`src/rtl/eth_port_tx.sv`:
```
// Port-side Ethernet frame transmitter: a payload FIFO feeding a framing FSM that emits
// PREAMBLE, {dst,src}, length, payload and an XOR checksum word, then an idle gap.
module eth_port_tx #(
    parameter int unsigned  DEPTH    = 16,
    parameter int unsigned  IFG      = 2,
    parameter logic [31:0]  PREAMBLE = 32'h5555_55D5,
    localparam int unsigned AW       = $clog2(DEPTH),
    localparam int unsigned CW       = AW + 1
) (
    input  logic          clk,
    input  logic          reset,
    input  logic          pl_valid,
    output logic          pl_ready,
    input  logic [31:0]   pl_data,
    input  logic          cmd_valid,
    output logic          cmd_ready,
    input  logic [15:0]   cmd_dst,
    input  logic [15:0]   cmd_src,
    input  logic [CW-1:0] cmd_len,
    output logic [31:0]   dataOut,
    output logic          tx_sop,
    output logic          tx_eop,
    output logic          tx_busy,
    output logic          tx_err,
    output logic [CW-1:0] fifo_count
);

    localparam int unsigned GW = $clog2(IFG + 1);

    typedef enum logic [2:0] {
        S_IDLE,
        S_PRE,
        S_HDR,
        S_LEN,
        S_PAY,
        S_FCS,
        S_GAP
    } state_e;

    state_e        state_q, state_d;

    logic [31:0]   mem [DEPTH];
    logic [AW-1:0] wr_ptr_q, rd_ptr_q;
    logic [CW-1:0] count_q, count_d;
    logic          push, pop;

    logic [15:0]   dst_q, src_q;
    logic [CW-1:0] len_q;
    logic [CW-1:0] beat_q, beat_d;
    logic [GW-1:0] gap_q, gap_d;
    logic [31:0]   fcs_q, fcs_d;

    logic [31:0]   data_q, data_d;
    logic          sop_q, sop_d;
    logic          eop_q, eop_d;
    logic          busy_q, busy_d;
    logic          err_q, err_d;

    logic          cmd_legal, cmd_fire, cmd_accept;

    // ------------------------------------------------------------------
    // Payload FIFO
    // ------------------------------------------------------------------
    assign pl_ready = (count_q != CW'(DEPTH));
    assign push     = pl_valid && pl_ready;
    assign pop      = (state_q == S_PAY);

    // NOTE: every variable assigned in an always_comb gets a default first, so no path
    // can leave it holding its old value and infer a latch.
    always_comb begin
        count_d = count_q;
        case ({push, pop})
            2'b10:   count_d = count_q + CW'(1);
            2'b01:   count_d = count_q - CW'(1);
            default: count_d = count_q;
        endcase
    end

    // NOTE: the storage array is deliberately not reset; the count and pointers alone
    // decide which entries are valid, and a reset-free array maps onto plain RAM.
    always_ff @(posedge clk) begin
        if (push) begin
            mem[wr_ptr_q] <= pl_data;
        end
    end

    // NOTE: sequential state is always updated with non-blocking assignments so every
    // flop samples pre-edge values regardless of process ordering.
    always_ff @(posedge clk or negedge reset) begin
        if (!reset) begin
            wr_ptr_q <= '0;
            rd_ptr_q <= '0;
            count_q  <= '0;
        end else begin
            count_q <= count_d;
            if (push) wr_ptr_q <= wr_ptr_q + AW'(1);
            if (pop)  rd_ptr_q <= rd_ptr_q + AW'(1);
        end
    end

    // ------------------------------------------------------------------
    // Command handshake: illegal commands are always taken so they cannot wedge IDLE
    // ------------------------------------------------------------------
    assign cmd_legal  = (cmd_len != '0) && (cmd_len <= CW'(DEPTH));
    assign cmd_ready  = (state_q == S_IDLE) && (!cmd_legal || (count_q >= cmd_len));
    assign cmd_fire   = cmd_valid && cmd_ready;
    assign cmd_accept = cmd_fire && cmd_legal;

    // ------------------------------------------------------------------
    // FSM: state register
    // ------------------------------------------------------------------
    always_ff @(posedge clk or negedge reset) begin
        if (!reset) begin
            state_q <= S_IDLE;
            beat_q  <= '0;
            gap_q   <= '0;
            dst_q   <= '0;
            src_q   <= '0;
            len_q   <= '0;
            fcs_q   <= '0;
            data_q  <= '0;
            sop_q   <= 1'b0;
            eop_q   <= 1'b0;
            busy_q  <= 1'b0;
            err_q   <= 1'b0;
        end else begin
            state_q <= state_d;
            beat_q  <= beat_d;
            gap_q   <= gap_d;
            fcs_q   <= fcs_d;
            data_q  <= data_d;
            sop_q   <= sop_d;
            eop_q   <= eop_d;
            busy_q  <= busy_d;
            err_q   <= err_d;
            if (cmd_accept) begin
                dst_q <= cmd_dst;
                src_q <= cmd_src;
                len_q <= cmd_len;
            end
        end
    end

    // ------------------------------------------------------------------
    // FSM: next-state logic
    // ------------------------------------------------------------------
    always_comb begin
        state_d = state_q;
        beat_d  = beat_q;
        gap_d   = gap_q;
        case (state_q)
            S_IDLE: if (cmd_accept) state_d = S_PRE;
            S_PRE:  state_d = S_HDR;
            S_HDR:  state_d = S_LEN;
            S_LEN: begin
                state_d = S_PAY;
                beat_d  = len_q;
            end
            S_PAY: begin
                beat_d = beat_q - CW'(1);
                if (beat_q == CW'(1)) state_d = S_FCS;
            end
            S_FCS: begin
                state_d = S_GAP;
                gap_d   = GW'(IFG - 1);
            end
            S_GAP: begin
                if (gap_q == '0) state_d = S_IDLE;
                else             gap_d   = gap_q - GW'(1);
            end
            default: state_d = S_IDLE;
        endcase
    end

    // ------------------------------------------------------------------
    // FSM: output logic (registered one cycle behind the state that produces it)
    // ------------------------------------------------------------------
    always_comb begin
        data_d = '0;
        fcs_d  = fcs_q;
        case (state_q)
            S_IDLE: if (cmd_accept) fcs_d = '0;
            S_PRE:  data_d = PREAMBLE;
            S_HDR: begin
                data_d = {dst_q, src_q};
                fcs_d  = fcs_q ^ data_d;
            end
            S_LEN: begin
                data_d = {{(16 - CW){1'b0}}, len_q, 16'h0000};
                fcs_d  = fcs_q ^ data_d;
            end
            S_PAY: begin
                data_d = mem[rd_ptr_q];
                fcs_d  = fcs_q ^ data_d;
            end
            S_FCS:   data_d = fcs_q;
            default: data_d = '0;
        endcase
        sop_d  = (state_q == S_PRE);
        eop_d  = (state_q == S_FCS);
        busy_d = (state_d != S_IDLE);
        err_d  = cmd_fire && !cmd_legal;
    end

    assign dataOut    = data_q;
    assign tx_sop     = sop_q;
    assign tx_eop     = eop_q;
    assign tx_busy    = busy_q;
    assign tx_err     = err_q;
    assign fifo_count = count_q;

endmodule

```
`config.mk`:
```
export PLATFORM = sky130hd
export DESIGN_NAME = eth_port_tx
export DESIGN_NICKNAME = d
export VERILOG_FILES = /design/src/rtl/eth_port_tx.sv
export SDC_FILE = /design/constraint.sdc
export NUM_CORES = 1
export LEC_CHECK = 0
export ABC_CLOCK_PERIOD_IN_PS = 4400
export CAP_MARGIN = 20
export CORE_ASPECT_RATIO = 0.5
export CORE_MARGIN = 2
export CORE_UTILIZATION = 60
export DETAILED_ROUTE_END_ITERATION = 8
export PLACE_DENSITY = 0.8
export SKIP_CTS_REPAIR_TIMING = 1
export SYNTH_ARGS = -nofsm -noshare
export SYNTH_HDL_FRONTEND = slang
export SYNTH_SLANG_ARGS = --single-unit
export TNS_END_PERCENT = 10
```
`constraint.sdc`:
```
create_clock -name clk -period 4.4 [get_ports clk]
set_input_delay 0.66 -clock clk [delete_from_list [all_inputs] [get_ports clk]]
set_output_delay 0.66 -clock clk [all_outputs]
set_load 0.005 [all_outputs]
```
==> impl_metrics.toml <==
[critical_path]
cp_cell_sequence = "clkdlybuf4s50_1 -> ha_1 -> nand2b_1 -> a211oi_1 -> or2_2 -> nand3_1 -> and2_1 -> clkdlybuf4s50_1"
worst-path-stages = 8
r2r_cells = 8
reg2reg_from = "rd_ptr_q[0]"
r2r-end = "fcs_q[22]"
critPathBufInv = 2
worst_setup_path_startpoint = "cmd_len[0]"
cp.arrival_ns = 2.75
required_ns = 3.74
path_max_fanout = 3
crit_path_start_kind = "primary input"
worstSetupPathType = "primary input to output port"
r2r_slack_ns = 1.30
setup.worst_path.end = "cmd_ready"
cp-end-kind = "output port"
max_stage_delay_ns = 0.53
path_delay_family = "buffers and inverters"
crit_top_cell = "clkdlybuf4s50_1"
cp_slowest_cell = "clkdlybuf4s50_1"

[die]
boundaryPins = 116
die_w_um = 297
initial_core_util = 0.612
fp.dieArea_sq_mm = 0.0448
rows = 53
die_y_um = 151
core_area_sq_mm = 0.0422

[synthesis]
synth-seq-cells = 640
synthFlopType = "edfxtp_1"
synthArstFlopShare = 0.200
synth_edf_count = 512
avgSynthCellArea_sq_um = 18.3
yosys.cell_types.count = 50
postSynthCellCount = 1412
synth_warnings = 0
synth-seq-area-share = 0.719
syn-num-nets = 1503
synthesis.area_sq_mm = 0.0258

[sta]
setup_viol_count_final = 0
slew_violations = 0
relSlewSlack = 0.371
post-route-min-period_ns = 3.41
finalHoldViolations = 0
rsz0062_at_grt = "false"
layout_worst_path_cycle_share = 0.774
fin_worst_skew_ns = 0.0257
worstMarginPinSlew_ns = 0.917
layout_setup_ws_ns = 0.995
fmax_ghz = 0.294
setup_tns_ns = 0

[clocking]
cts-root-buf = "clkbuf_16"
cts_tree = "done"
clk_pin_slew_ns = 0.07
clkLatencyLatePin_ns = 0.61
cts_made_buffers = 53
clock_path_buffers = 3
htree_levels = 2
cts_num_sinks = 640

[grt]
grt_usage = 0.276
grt-ovfl-total = 0
antenna_found_initial = 3
grt_pass1_wl_um = 90600
grt_pass1_vias = 14531
grt_max_degree = 97

[final_layout]
post-route-util = 0.700
mostFrequentLayoutCell = "edfxtp_1"
stdcell_area_sq_mm = 0.0296
syn2layout_area_growth_pct = 14.4
final_cell_mix = "edfxtp_1, dfrtp_1, mux4_2"
layout-drive-gt1-share = 0.198
nNetsFinal = 1635

[pwr]
vdd_drop_max_uv = 338
p_total_mw = 18.0
power-per-cell-area_mw_per_mm2 = 609
leakage_nw = 9.88

[placement]
place_hpwl_um = 34600
placed_area_sq_mm = 0.0279
pre_cts_ws_ns = 1.01
place_congestion = 0.819
io_buffers = 115

[drt]
drt_iter0_drc = 1897
drc = 0
drt_pass1_iterations = 5
vias_per_cell = 6.60
routedWlPerCell_um = 27.9
routed_wl_um = 60400
ant_nets = 0
vias = 14265

[min_path]
min_path_type = "primary input to asynchronous set/reset pin"

[run]
max_cap_violations = 0

[run_status]
status = "finished clean"
[power by group]
group	leakage (nW)	internal [mW]	switching, mW
Sequential	6.25	7.55	0.673
Combinational	2.80	2.24	2.81
Clock	0.833	2.58	2.16
[per-layer routing]
| layer | up-vias | routed length [um] | track usage |
|---|---|---|---|
| met1 | 7372 | 23200 | 0.371 |
| li1 | 5889 | - | - |
| met4 | 4 | 1730 | 0.0889 |
| met2 | 858 | 29000 | 0.447 |
| met5 | - | 34 | 0 |
| met3 | 142 | 6500 | 0.0762 |
[worst min path at each step]
stage,cells after the start,start,endpoint
floorplan,0,reset,beat_q[0]
global placement,1,fcs_q[16],fcs_q[16]
detailed placement,1,fcs_q[20],fcs_q[20]
CTS,1,reset,dst_q[5]
global route,1,reset,dst_q[5]
finish,1,reset,dataOut[23]
[cell usage after synthesis (14+ instances only)]
| master | count | area, sq um |
|---|---|---|
| mux4_2 | 121 | 2730 |
| nand2_1 | 84 | 315 |
| clkbuf_1 | 31 | 116 |
| a22oi_1 | 22 | 165 |
| edfxtp_1 | 512 | 15400 |
| o22ai_1 | 31 | 194 |
| buf_2 | 25 | 125 |
| nor2_1 | 66 | 248 |
| o21ai_0 | 17 | 85.1 |
| a21oi_1 | 49 | 245 |
| mux2i_1 | 94 | 941 |
| o221ai_1 | 14 | 123 |
| inv_1 | 20 | 75.1 |
| ha_1 | 17 | 213 |
| mux2_2 | 39 | 439 |
| dfrtp_1 | 128 | 3200 |
[flip-flops by register name, summed over array words and instances, names as in the netlist, 5 cells and up]
name / cells
mem: 512
len_q: 5
beat_q: 5
fcs_q: 32
fifo_count: 5
dst_q: 16
src_q: 16
dataOut: 32
[stage by stage]
step / hold WS (ns) / std cells
floorplan: 0.364 / 1412
global placement: 0.439 / 2065
detailed placement: 0.448 / 2065
CTS: 0.161 / 2161
global route: 0.194 / 2163
finish: 0.129 / 2163
[area by class of cell]
type | instances | area [sq um]
clock buffer | 62 | 1360
timing repair buffer | 161 | 1650
inverter | 20 | 75.1
antenna | 1 | 2.50
tap | 577 | 722
clock inverter | 34 | 342
fill | 2469 | 12700
sequential | 640 | 18600
multi-input combinational | 668 | 6830
[logic make-up after synthesis]
logic type	after synthesis	share of synthesized area
xor gates and xnor gates	13	0.00441
and+or+nand+nor	196	0.0328
DFF	640	0.719
adders and majority gates	18	0.00901
AOI/OAI and AO/OA	180	0.0474
buffers and inverters	104	0.0215
muxes	261	0.166
Note: power is estimated with default switching activity, not from simulation.
